==> src/rtl/logic_latch_pkg.sv <==
// Shared constants for the latch bank.
//   PRIO_CLR / PRIO_SET      : values for the CLR_PRIORITY parameter
//   MODE_LEVEL / MODE_EDGE   : values for the EDGE_MODE parameter
//   sel_width()              : width of a channel-select field for a given
//                              channel count (never less than one bit)
package logic_latch_pkg;

  localparam int PRIO_CLR   = 1;
  localparam int PRIO_SET   = 0;
  localparam int MODE_LEVEL = 0;
  localparam int MODE_EDGE  = 1;

  function automatic int sel_width(input int ch);
    return (ch > 1) ? $clog2(ch) : 1;
  endfunction

endpackage

==> src/rtl/logic_latch_cell.sv <==
// One set/clear latch channel.
//   clk, rst : clock, synchronous active-high reset
//   d, x, a  : set request, clear request, arm (gates set only)
//   cnt_clr  : clear this channel's event counter this cycle
//   l        : registered latch state
//   cnt      : saturating count of 0->1 transitions of l
//   rise     : combinational, high when l will go 0->1 at the next edge
module logic_latch_cell
  import logic_latch_pkg::*;
#(
  parameter int CNT_W        = 4,
  parameter int CLR_PRIORITY = 1,
  parameter int EDGE_MODE    = 0
) (
  input  logic             clk,
  input  logic             rst,
  input  logic             d,
  input  logic             x,
  input  logic             a,
  input  logic             cnt_clr,
  output logic             l,
  output logic [CNT_W-1:0] cnt,
  output logic             rise
);

  logic             r_l;
  logic             r_dq;
  logic [CNT_W-1:0] r_cnt;
  logic             w_set;
  logic             w_l_next;

  always_comb begin
    w_set = a & ((EDGE_MODE == MODE_EDGE) ? (d & ~r_dq) : d);
    w_l_next = r_l;
    unique case ({w_set, x})
      2'b10:   w_l_next = 1'b1;
      2'b01:   w_l_next = 1'b0;
      2'b11:   w_l_next = (CLR_PRIORITY == PRIO_CLR) ? 1'b0 : 1'b1;
      default: w_l_next = r_l;
    endcase
  end

  assign rise = ~r_l & w_l_next;

  always_ff @(posedge clk) begin
    // d_q tracks d even in reset so a level held through reset is not an edge
    r_dq <= d;
    if (rst) begin
      r_l   <= 1'b0;
      r_cnt <= '0;
    end else begin
      r_l <= w_l_next;
      // a rise coinciding with a clear is counted after the clear
      if (cnt_clr)
        r_cnt <= rise ? CNT_W'(1) : '0;
      else if (rise && (r_cnt != '1))
        r_cnt <= r_cnt + 1'b1;
    end
  end

  assign l   = r_l;
  assign cnt = r_cnt;

endmodule

==> src/rtl/logic_latch_bank.sv <==
// Bank of CH registered set/clear latch channels.
//   clk, rst   : clock, synchronous active-high reset
//   d, x, a    : per-channel set, clear, arm
//   cnt_sel    : counter readback / clear channel select
//   cnt_clr    : clear counter of channel cnt_sel (ignored if cnt_sel >= CH)
//   l          : latched state per channel
//   l_any      : OR of l
//   evt        : one-cycle pulse in the first cycle any channel shows 1
//   cnt_out    : counter of channel cnt_sel, 0 if cnt_sel >= CH
module logic_latch_bank
  import logic_latch_pkg::*;
#(
  parameter int CH           = 8,
  parameter int CNT_W        = 4,
  parameter int CLR_PRIORITY = 1,
  parameter int EDGE_MODE    = 0,
  localparam int SEL_W       = sel_width(CH)
) (
  input  logic             clk,
  input  logic             rst,
  input  logic [CH-1:0]    d,
  input  logic [CH-1:0]    x,
  input  logic [CH-1:0]    a,
  input  logic [SEL_W-1:0] cnt_sel,
  input  logic             cnt_clr,
  output logic [CH-1:0]    l,
  output logic             l_any,
  output logic             evt,
  output logic [CNT_W-1:0] cnt_out
);

  logic [CH-1:0]    w_rise;
  logic [CH-1:0]    w_clr;
  logic [CNT_W-1:0] w_cnt [CH];
  logic             r_evt;

  for (genvar gi = 0; gi < CH; gi++) begin : g_ch
    assign w_clr[gi] = cnt_clr & (cnt_sel == SEL_W'(gi));

    logic_latch_cell #(
      .CNT_W       (CNT_W),
      .CLR_PRIORITY(CLR_PRIORITY),
      .EDGE_MODE   (EDGE_MODE)
    ) u_cell (
      .clk    (clk),
      .rst    (rst),
      .d      (d[gi]),
      .x      (x[gi]),
      .a      (a[gi]),
      .cnt_clr(w_clr[gi]),
      .l      (l[gi]),
      .cnt    (w_cnt[gi]),
      .rise   (w_rise[gi])
    );
  end

  always_ff @(posedge clk) begin
    if (rst) r_evt <= 1'b0;
    else     r_evt <= |w_rise;
  end

  // out-of-range select matches no channel and reads back zero
  always_comb begin
    cnt_out = '0;
    for (int unsigned i = 0; i < CH; i++)
      if (cnt_sel == SEL_W'(i)) cnt_out = w_cnt[i];
  end

  assign l_any = |l;
  assign evt   = r_evt;

endmodule

==> config.mk <==
export PLATFORM = sky130hd
export DESIGN_NAME = logic_latch_bank
export DESIGN_NICKNAME = d
export VERILOG_FILES = /design/src/rtl/logic_latch_pkg.sv /design/src/rtl/logic_latch_cell.sv /design/src/rtl/logic_latch_bank.sv
export SDC_FILE = /design/constraint.sdc
export NUM_CORES = 1
export LEC_CHECK = 0
export ABC_CLOCK_PERIOD_IN_PS = 2000
export BUFFER_PORTS_ARGS = -buffer_cell sky130_fd_sc_hd__buf_2
export CORE_UTILIZATION = 58
export CTS_BUF_LIST = sky130_fd_sc_hd__clkbuf_2 sky130_fd_sc_hd__clkbuf_4 sky130_fd_sc_hd__clkbuf_8
export DETAILED_ROUTE_END_ITERATION = 6
export PLACE_DENSITY = 0.89
export SETUP_SLACK_MARGIN = 0.2
export SYNTH_ARGS = -nofsm -noshare
export SYNTH_HDL_FRONTEND = slang
export SYNTH_SLANG_ARGS = --single-unit
export TNS_END_PERCENT = 5
==> constraint.sdc <==
create_clock -name clk -period 2 [get_ports clk]
set_clock_uncertainty 0.05 [all_clocks]
set_input_delay 0.4 -clock clk [delete_from_list [all_inputs] [get_ports clk]]
set_output_delay 0.4 -clock clk [all_outputs]
set_load 0.05 [all_outputs]
==> impl_metrics.ini, run 1 <==
[clocking]
numCtsBuffers = 5
cts_buffer_depth = 2
ctsRootBufferMaster = clkbuf_8
cts_tree = built
hold_buffers = 0
htreeDepth = 2
cts_sinks = 41
clk_pin_slew_ns = 0.07
insertion_delay_ns = 0.29

[layout]
seq_area_sq_um = 841
diodes = 0
fin_nets = 355
syn_to_final_growth_pct = 16.8
n_fill_cell = 323
final_core_util_pct = 72.7
multi_input_area_sq_mm = 0.00162
drive_above_1_share_pct = 32.2
final_area_sq_mm = 0.00301

[placed_design]
post_dp_cell_area_sq_mm = 0.00285
hpwl_mm = 4.82
gp_congestion = 0.842
portBuffers = 43

[grt]
grt_max_degree = 18
grt_pass1_vias = 2199
grt_pass1_wl_mm = 9.87
track_usage_pct = 29.0
antenna_found_initial = 0
overflow = 0

[timing]
max_freq_ghz = 0.503
fin_setup_tns_ns = 0
finalSetupViolations = 0
slew_viol_final = 0
finalHoldViolations = 0
slew_headroom_pct = 57.7
worstMarginPinSlew_ns = 0.626
fin_crit_sh_pct = 99.5
rsz0062_at_grt = yes
period_needed_ns = 1.99

[critical_path]
required_ns = 1.55
critPathCaptureType = output pin
cp-start-kind = flop
cp_top_family = multiplexers
worst-path-buf-inv = 1
path_max_fanout = 4
cpPeakStageDelay_ns = 0.45
cp_data_arrival_time_ns = 1.54
slowest_stage = mux4_2
critPathKind = reg2out
path_cells = mux4_2 -> mux2_4 -> buf_6

[synthesis]
ys.flop_type = dfxtp_1
synth_top_family_by_area = simple AND/OR/NAND/NOR gates
postSynthNetCount = 308
synthMuxAreaShare_pct = 6.89
ys_warn_count = 0
seq_area_frac_synth_pct = 31.8
netlist_area_sq_mm = 0.00258
synth-adder-area-share_pct = 3.88
synth_xor_area_share_pct = 0
synthSimpleGateAreaFrac_pct = 29.4
synth_cell_types = 39
synth-compound-area-share_pct = 21.6
synthCells = 270
ys_ff_latch = 41
synth_top_area_share_pct = 31.8
synth-async-reset-ratio_pct = 0
synthTopCellsByArea = dfxtp_1 (32%), a21oi_1 (6.4%), nand4bb_4 (6.4%)
synth_edf_count = 0
yosys.area.top_type = dfxtp_1
syn_avg_cell_area_sq_um = 9.56

[die]
die_h_microns = 68.7
ios = 44
die_area_sq_mm = 0.00472
rows = 23
core_sq_mm = 0.00414
initial_utilization_pct = 62.3
die_w_microns = 68.7

[hold_path]
hp-class = in2reg

[power]
p_per_area_mw_per_mm2 = 569
p_leak_nw = 1.12
finalPower_w = 0.00172
vdd_drop_max_mv = 0.427

[detailed_routing]
first_iter_violations = 178
wl_met3_microns = 402
drc_errors = 0
wirelength_mm = 6.48
ant_nets = 0
drt-met1-wl_mm = 2.75
wl_met2_mm = 3.18
via_per_inst = 6.60
dr.pass1.iters = 4
post_drt_wl_per_cell_microns = 17.7
highest_layer = met4
vias = 2421

[run]
cap_violations = 0

[status]
status = completed
==> repair_timing <==
item	4_1_cts	5_1_grt
hold endpoints to repair	0	0
buffers inserted	2	0
cloned	0	0
pin swaps	1	1
endpoints found under the setup margin	5	5
resized for setup	21	4
==> worst register-to-register path: cells and delay by family (launching register included) <==
kind | cells | cell delay (ns)
compound gates | 1 | 0.17
simple gates | 2 | 0.84
flops | 1 | 0.34
==> power breakdown <==
part / internal (W) / total, W / switching, W / leakage, nW
Clock: 0.000287 / 0.000567 / 0.000279 / 0.0477
Combinational: 0.000123 / 0.000291 / 0.000168 / 0.731
Sequential: 0.000834 / 0.000858 / 0.0000236 / 0.339
==> per-layer routing <==
metal / track usage, % / vias up
met3: 5.76 / 13
met1: 34.8 / 1163
met5: 0 / -
met2: 49.6 / 78
met4: 13.8 / 0
li1: - / 1167
==> cells in the final DEF (no fill, tap or decap), types with 2 or more instances in the layout <==
master | netlist | final
nand3_1 | 8 | 8
dfxtp_1 | 41 | 27
o41ai_1 | 8 | 8
nand4bb_4 | 6 | 6
and4bb_2 | 3 | 3
nand3b_1 | 9 | 9
nand2_1 | 18 | 18
dfxtp_2 | 0 | 13
nand4bb_1 | 5 | 5
buf_2 | 5 | 39
a21oi_1 | 33 | 33
nand4b_1 | 4 | 4
or4_1 | 8 | 8
ha_1 | 8 | 8
clkbuf_8 | 0 | 6
buf_8 | 0 | 2
nor3_1 | 11 | 11
o21ai_0 | 10 | 10
mux2i_1 | 2 | 2
clkbuf_4 | 0 | 2
o31ai_1 | 11 | 11
mux4_2 | 6 | 6
o21a_1 | 8 | 8
buf_4 | 9 | 14
nor4_1 | 4 | 3
a31o_2 | 2 | 2
nor4b_1 | 2 | 2
nor4bb_1 | 5 | 5
nand4_1 | 2 | 2
o2111ai_1 | 8 | 8
inv_1 | 14 | 14
and3_1 | 8 | 8
mux2_4 | 0 | 2
==> state kept, by name, indices dropped and copies added, names as in the netlist <==
signal	count
g_ch.u_cell.cnt	32
g_ch.u_cell.l	8
evt	1
==> cell usage after synthesis (2+ instances only) <==
cell	instances
mux2i_1	2
nand4_1	2
nand4bb_4	6
ha_1	8
a31o_2	2
nor4b_1	2
o21a_1	8
nand2_1	18
buf_2	5
nand3_1	8
o2111ai_1	8
and3_1	8
and4bb_2	3
mux4_2	6
nor3_1	11
nand3b_1	9
a21oi_1	33
nor4_1	4
mux2_2	2
buf_4	9
nor4bb_1	5
inv_1	14
o31ai_1	11
o41ai_1	8
nand4b_1	4
or4_1	8
dfxtp_1	41
o21ai_0	10
nand4bb_1	5
==> metrics by stage <==
stage | hold slack, ns | setup WS (ns) | std cells
2_1_floorplan | 0.404 | 0.170 | 270
3_3_place_gp | 0.425 | -0.00691 | 358
3_5_place_dp | 0.438 | -0.0145 | 358
4_1_cts | 0.231 | 0.0109 | 367
5_1_grt | 0.238 | -0.0179 | 367
6_report | 0.233 | 0.0108 | 367
==> kinds of logic (layout without fill, tap and decap cells) <==
| family | count (synthesis) | count (layout) |
|---|---|---|
| buffers and inverters | 31 | 78 |
| muxes | 10 | 10 |
| DFF | 41 | 41 |
| AOI/OAI and AO/OA | 85 | 85 |
| adders and majority gates | 8 | 8 |
| and+or+nand+nor | 95 | 95 |
==> cell type report <==
type | count | area share [%]
Clock buffer | 7 | 2.99
Timing Repair Buffer | 57 | 11.6
Tap cell | 50 | 2.08
Sequential cell | 41 | 27.9
Inverter | 14 | 1.74
Multi-Input combinational cell | 198 | 53.7
==> worst paths after layout <==
check / startpoint / endpoint / slack (ns) / depth (start not counted)
hold reg to reg: g_ch[1].u_cell.cnt[2]$_SDFFE_PP0P_ / g_ch[1].u_cell.cnt[2]$_SDFFE_PP0P_ / 0.46 / 2
hold / removal: x[0] / g_ch[0].u_cell.l$_SDFF_PP0_ / 0.23 / 2
setup / recovery: g_ch[4].u_cell.cnt[1]$_SDFFE_PP0P_ / cnt_out[1] / 0.01 / 3
setup reg to reg: g_ch[6].u_cell.l$_SDFF_PP0_ / g_ch[6].u_cell.cnt[3]$_SDFFE_PP0P_ / 0.53 / 3
(Power assumes the default switching activity.)
==> run 2: changes to the inputs <==
Settings changed: CORE_MARGIN set to 4, PLACE_DENSITY 0.89 to 0.82.
==> run 2 against run 1 <==
Power grew 0.34%. Sequential power is essentially flat. Core utilization grew 1.8 points. Critical path depth is the same. Cell count grew 1.4%. Die area grew 18%. Fmax grew 0.65%.
==> impl_metrics.ini, run 2 (synthesis results as in run 1) <==
[grt]
antenna_found_initial = 0
grt_max_degree = 18
overflow = 0
grt_pass1_wl_mm = 10.5
grt_pass1_vias = 2275
track_usage_pct = 24.7

[timing]
worstMarginPinSlew_ns = 0.634
rsz0062_at_grt = yes
whs_ns = 0.235
finalHoldViolations = 0
fin_crit_sh_pct = 98.8
slew_headroom_pct = 57.2
period_needed_ns = 1.98
slew_viol_final = 0
finalSetupViolations = 0
max_freq_ghz = 0.506

[critical_path]
path_max_fanout = 2
critPathKind = reg2out
r2r_setup_slack_ns = 0.50
required_ns = 1.55
cp_data_arrival_time_ns = 1.53
rr_endpoint = g_ch[2].u_cell.cnt[3]$_SDFFE_PP0P_
reg2regPathDepth = 3
reg2reg_from = g_ch[2].u_cell.l$_SDFF_PP0_
critPathLaunch = g_ch[5].u_cell.cnt[2]$_SDFFE_PP0P_
cp-start-kind = flop
critPathCaptureType = output pin

[power]
p_leak_nw = 1.16
vdd_drop_max_mv = 0.447
p_per_area_mw_per_mm2 = 557

[detailed_routing]
ant_nets = 0
post_drt_wl_per_cell_microns = 17.6
wirelength_mm = 6.54
via_per_inst = 6.64
drc_errors = 0
dr.pass1.iters = 5
vias = 2469
first_iter_violations = 221

[layout]
diodes = 0
fin_nets = 360
syn_to_final_growth_pct = 19.7
layout_commonest_cell = buf_2
final_area_sq_mm = 0.00309
n_fill_cell = 305
drive_above_1_share_pct = 35.4
seq_area_sq_um = 851
largest_register_ffs = 32
multi_input_area_sq_mm = 0.00163
layout_common_cells = buf_2 (39), a21oi_1 (33), dfxtp_1 (21), nand2_1 (18), dfxtp_2 (18)

[clocking]
htreeDepth = 2
clk_pin_slew_ns = 0.08
ctsRootBufferMaster = clkbuf_8
cts_buffer_depth = 2
insertion_delay_ns = 0.30
cts_tree = built
numCtsBuffers = 5
hold_buffers = 0
cts_sinks = 41

[status]
status = completed

[die]
rows = 23
ios = 44
core_sq_mm = 0.00414
die_area_sq_mm = 0.00558
initial_utilization_pct = 62.3
die_w_microns = 74.7
die_h_microns = 74.7

[run]
cap_violations = 0

[hold_path]
hp-class = in2reg
worstHoldPathCells = 2
hold_end = g_ch[6].u_cell.l$_SDFF_PP0_
min_from = x[6]

[placed_design]
hpwl_mm = 4.86
portBuffers = 43
post_dp_cell_area_sq_mm = 0.00285
gp_congestion = 0.952
[run 2: changes by cell type in the layout (fill, tap and decap cells not counted), sizes merged]
cell    previous run  this run
buf               56        62
clkbuf             8         7
[run 2: critical path: stages (launching register included)]
cell and delay (ns):
dfxtp_2 0.34, mux4_2 0.45, mux2_4 0.29, buf_8 0.15
[run 2: how the worst max path moves through the flow]
stage            endpoint  slack (ns)
4_1_cts        cnt_out[0]        0.02
6_report       cnt_out[2]        0.02
2_1_floorplan  cnt_out[0]        0.17
3_3_place_gp   cnt_out[1]      0.0003
3_5_place_dp   cnt_out[2]       -0.01
5_1_grt        cnt_out[1]       -0.01
[run 2: repair_timing]
item	in CTS	in global routing
setup endpoints to repair	5	5
gates resized for setup	27	12
buffers inserted	7	0
pin swaps	1	0
[run 2: layout make-up]
| type | count | area share [%] |
|---|---|---|
| clock buffer | 7 | 2.92 |
| inverter | 14 | 1.70 |
| multi-input combinational | 198 | 52.9 |
| sequential | 41 | 27.6 |
| tap | 50 | 2.03 |
| timing repair buffer | 62 | 12.9 |
[run 2: per-stage QoR]
stage	cells	power, W	setup slack (ns)	setup TNS [ns]	util [%]
floorplan	270	0.00106	0.170	0	-
global placement	358	0.00115	0.000284	0	68.9
detailed placement	358	0.00116	-0.0119	-0.0229	68.9
CTS	372	0.00173	0.0161	0	73.6
global route	372	0.00179	-0.0117	-0.0265	74.5
finish	372	0.00172	0.0237	0	74.5
[run 2: per-layer routing]
metal,vias up,wire [microns],GRT usage [%]
met5,-,0,0
met4,0,237,11.5
met3,22,420,4.67
met2,109,3130,41.1
met1,1167,2740,30.9
li1,1171,-,-
[run 2: power by group]
part / internal, W / total [W] / switching (W)
sequential: 0.000834 / 0.000856 / 0.0000223
combinational: 0.000129 / 0.000301 / 0.000172
clock: 0.000287 / 0.000565 / 0.000277
==> run 3: changes to the inputs <==
==> constraint.sdc (replaced) <==
create_clock -name clk -period 2 [get_ports clk]
set_clock_uncertainty 0.05 [all_clocks]
set_input_delay 0.1 -clock clk [delete_from_list [all_inputs] [get_ports clk]]
set_output_delay 0.1 -clock clk [all_outputs]
set_load 0.05 [all_outputs]
==> run 3 against run 2 <==
Worst setup slack gained 0.23 ns. Cell area shrank 4.4%. Cell count shrank 1.9%. First-iteration DRC count shrank 27%. Worst hold slack lost 0.18 ns. Sequential cell count is the same. Clock power grew 8.0%. Die area is the same. Routed wire length shrank 2.4%. Sequential power is essentially flat. Highest routed layer unchanged.
==> impl_metrics.ini, run 3 (synthesis results as in run 1) <==
[timing]
finalHoldViolations = 0
period_needed_ns = 1.75
max_freq_ghz = 0.571
fin_crit_sh_pct = 87.5
slew_viol_final = 0
rsz0062_at_grt = yes
finalSetupViolations = 0
worstMarginPinSlew_ns = 0.592
fin_setup_tns_ns = 0
slew_headroom_pct = 60.0

[critical_path]
cp-start-kind = flop
critPathKind = reg2out
slowest_stage = mux4_2
reg2reg_from = g_ch[2].u_cell.l$_SDFF_PP0_
critPathLaunch = g_ch[1].u_cell.cnt[2]$_SDFFE_PP0P_
path_cells = mux4_2 -> mux2_2 -> buf_2
path_max_fanout = 4
required_ns = 1.85
cp_top_family = multiplexers
cpPeakStageDelay_ns = 0.46
cp_data_arrival_time_ns = 1.60
critPathCaptureType = output pin
worst-path-buf-inv = 1

[placed_design]
gp_congestion = 0.846
portBuffers = 43
hpwl_mm = 4.67

[hold_path]
hp-class = in2reg
min_from = d[2]

[clocking]
insertion_delay_ns = 0.30
htreeDepth = 2
cts_tree = built
numCtsBuffers = 5
cts_sinks = 41
cts_buffer_depth = 2
ctsRootBufferMaster = clkbuf_8
clk_pin_slew_ns = 0.08

[die]
core_sq_mm = 0.00414
rows = 23
die_w_microns = 74.7
die_h_microns = 74.7
die_area_sq_mm = 0.00558
initial_utilization_pct = 62.3
ios = 44

[status]
status = completed

[grt]
antenna_found_initial = 0
grt_pass1_vias = 2199
grt_pass1_wl_mm = 10.3
grt_max_degree = 23
track_usage_pct = 24.2
overflow = 0

[detailed_routing]
wirelength_mm = 6.38
ant_nets = 0
via_per_inst = 6.55
post_drt_wl_per_cell_microns = 17.5
drc_errors = 0
vias = 2391
first_iter_violations = 162
dr.pass1.iters = 4

[layout]
largest_register_ffs = 32
syn_to_final_growth_pct = 14.5
diodes = 0
fin_nets = 352
drive_above_1_share_pct = 23.8
layout_common_cells = buf_2 (42), dfxtp_1 (41), a21oi_1 (33), nand2_1 (18), inv_1 (14)
layout_commonest_cell = buf_2

[power]
p_per_area_mw_per_mm2 = 591
p_leak_nw = 1.08
vdd_drop_max_mv = 0.415
finalPower_w = 0.00175

[run]
cap_violations = 0
==> run 3: changes by cell type in the layout (fill, tap and decap cells not counted), sizes merged <==
cell	previous run	this run
buf	62	46
dlygate4sd3	0	8
clkinv	0	1
==> run 3: metrics by stage <==
stage | setup WS [ns] | hold WS [ns] | utilization [%] | cell area [sq um] | instances
final | 0.249 | 0.0578 | 71.3 | 2950 | 365
after global routing | 0.197 | 0.0824 | 71.3 | 2950 | 365
after CTS | 0.230 | 0.0581 | 71.2 | 2950 | 365
after detailed placement | 0.385 | 0.250 | 66.8 | 2770 | 349
after global placement | 0.403 | 0.245 | 66.8 | 2770 | 349
after floorplan | 0.661 | 0.127 | - | 2580 | 270
==> run 3: layer usage <==
| metal | vias to the layer above | track usage (%) | routed length [microns] |
|---|---|---|---|
| met5 | - | 0 | 0 |
| met4 | 0 | 8.30 | 87 |
| met3 | 7 | 6.01 | 355 |
| met2 | 60 | 40.8 | 3120 |
| met1 | 1160 | 30.4 | 2820 |
| li1 | 1164 | - | - |
==> run 3: power breakdown <==
group	leakage (nW)	internal [W]	switching [W]	total, W
Clock	0.0542	0.000312	0.000298	0.000610
Sequential	0.332	0.000834	0.0000238	0.000858
Combinational	0.695	0.000115	0.000163	0.000277
==> run 3: final timing paths <==
check / end / slack, ns / depth (start not counted)
worst max-delay path: cnt_out[2] / 0.25 / 3
worst min-delay path: g_ch[2].u_cell.l$_SDFF_PP0_ / 0.06 / 3
worst max register to register: g_ch[2].u_cell.cnt[3]$_SDFFE_PP0P_ / 0.57 / 3
worst min register to register: g_ch[6].u_cell.cnt[3]$_SDFFE_PP0P_ / 0.45 / 2
==> run 3: worst reg2reg max path, delay by kind of cell, from the launching register on <==
| kind | cells | cell delay (ns) |
|---|---|---|
| AO/OA/AOI/OAI | 1 | 0.14 |
| flip-flops | 1 | 0.37 |
| AND/OR/NAND/NOR | 2 | 0.80 |
==> run 3: final cells by class <==
class / instances / area [sq um]
Clock inverter: 1 / 5.00
Multi-Input combinational cell: 198 / 1600
Clock buffer: 7 / 96.3
Fill cell: 337 / 1190
Tap cell: 50 / 62.6
Timing Repair Buffer: 54 / 320
Sequential cell: 41 / 821
Inverter: 14 / 52.6
==> run 3: timing repair <==
action,4_1_cts,5_1_grt
hold buffers,8,0
gates resized for setup,0,2
buffers inserted,0,0
endpoints found under the setup margin,0,2
hold endpoints to repair,8,0
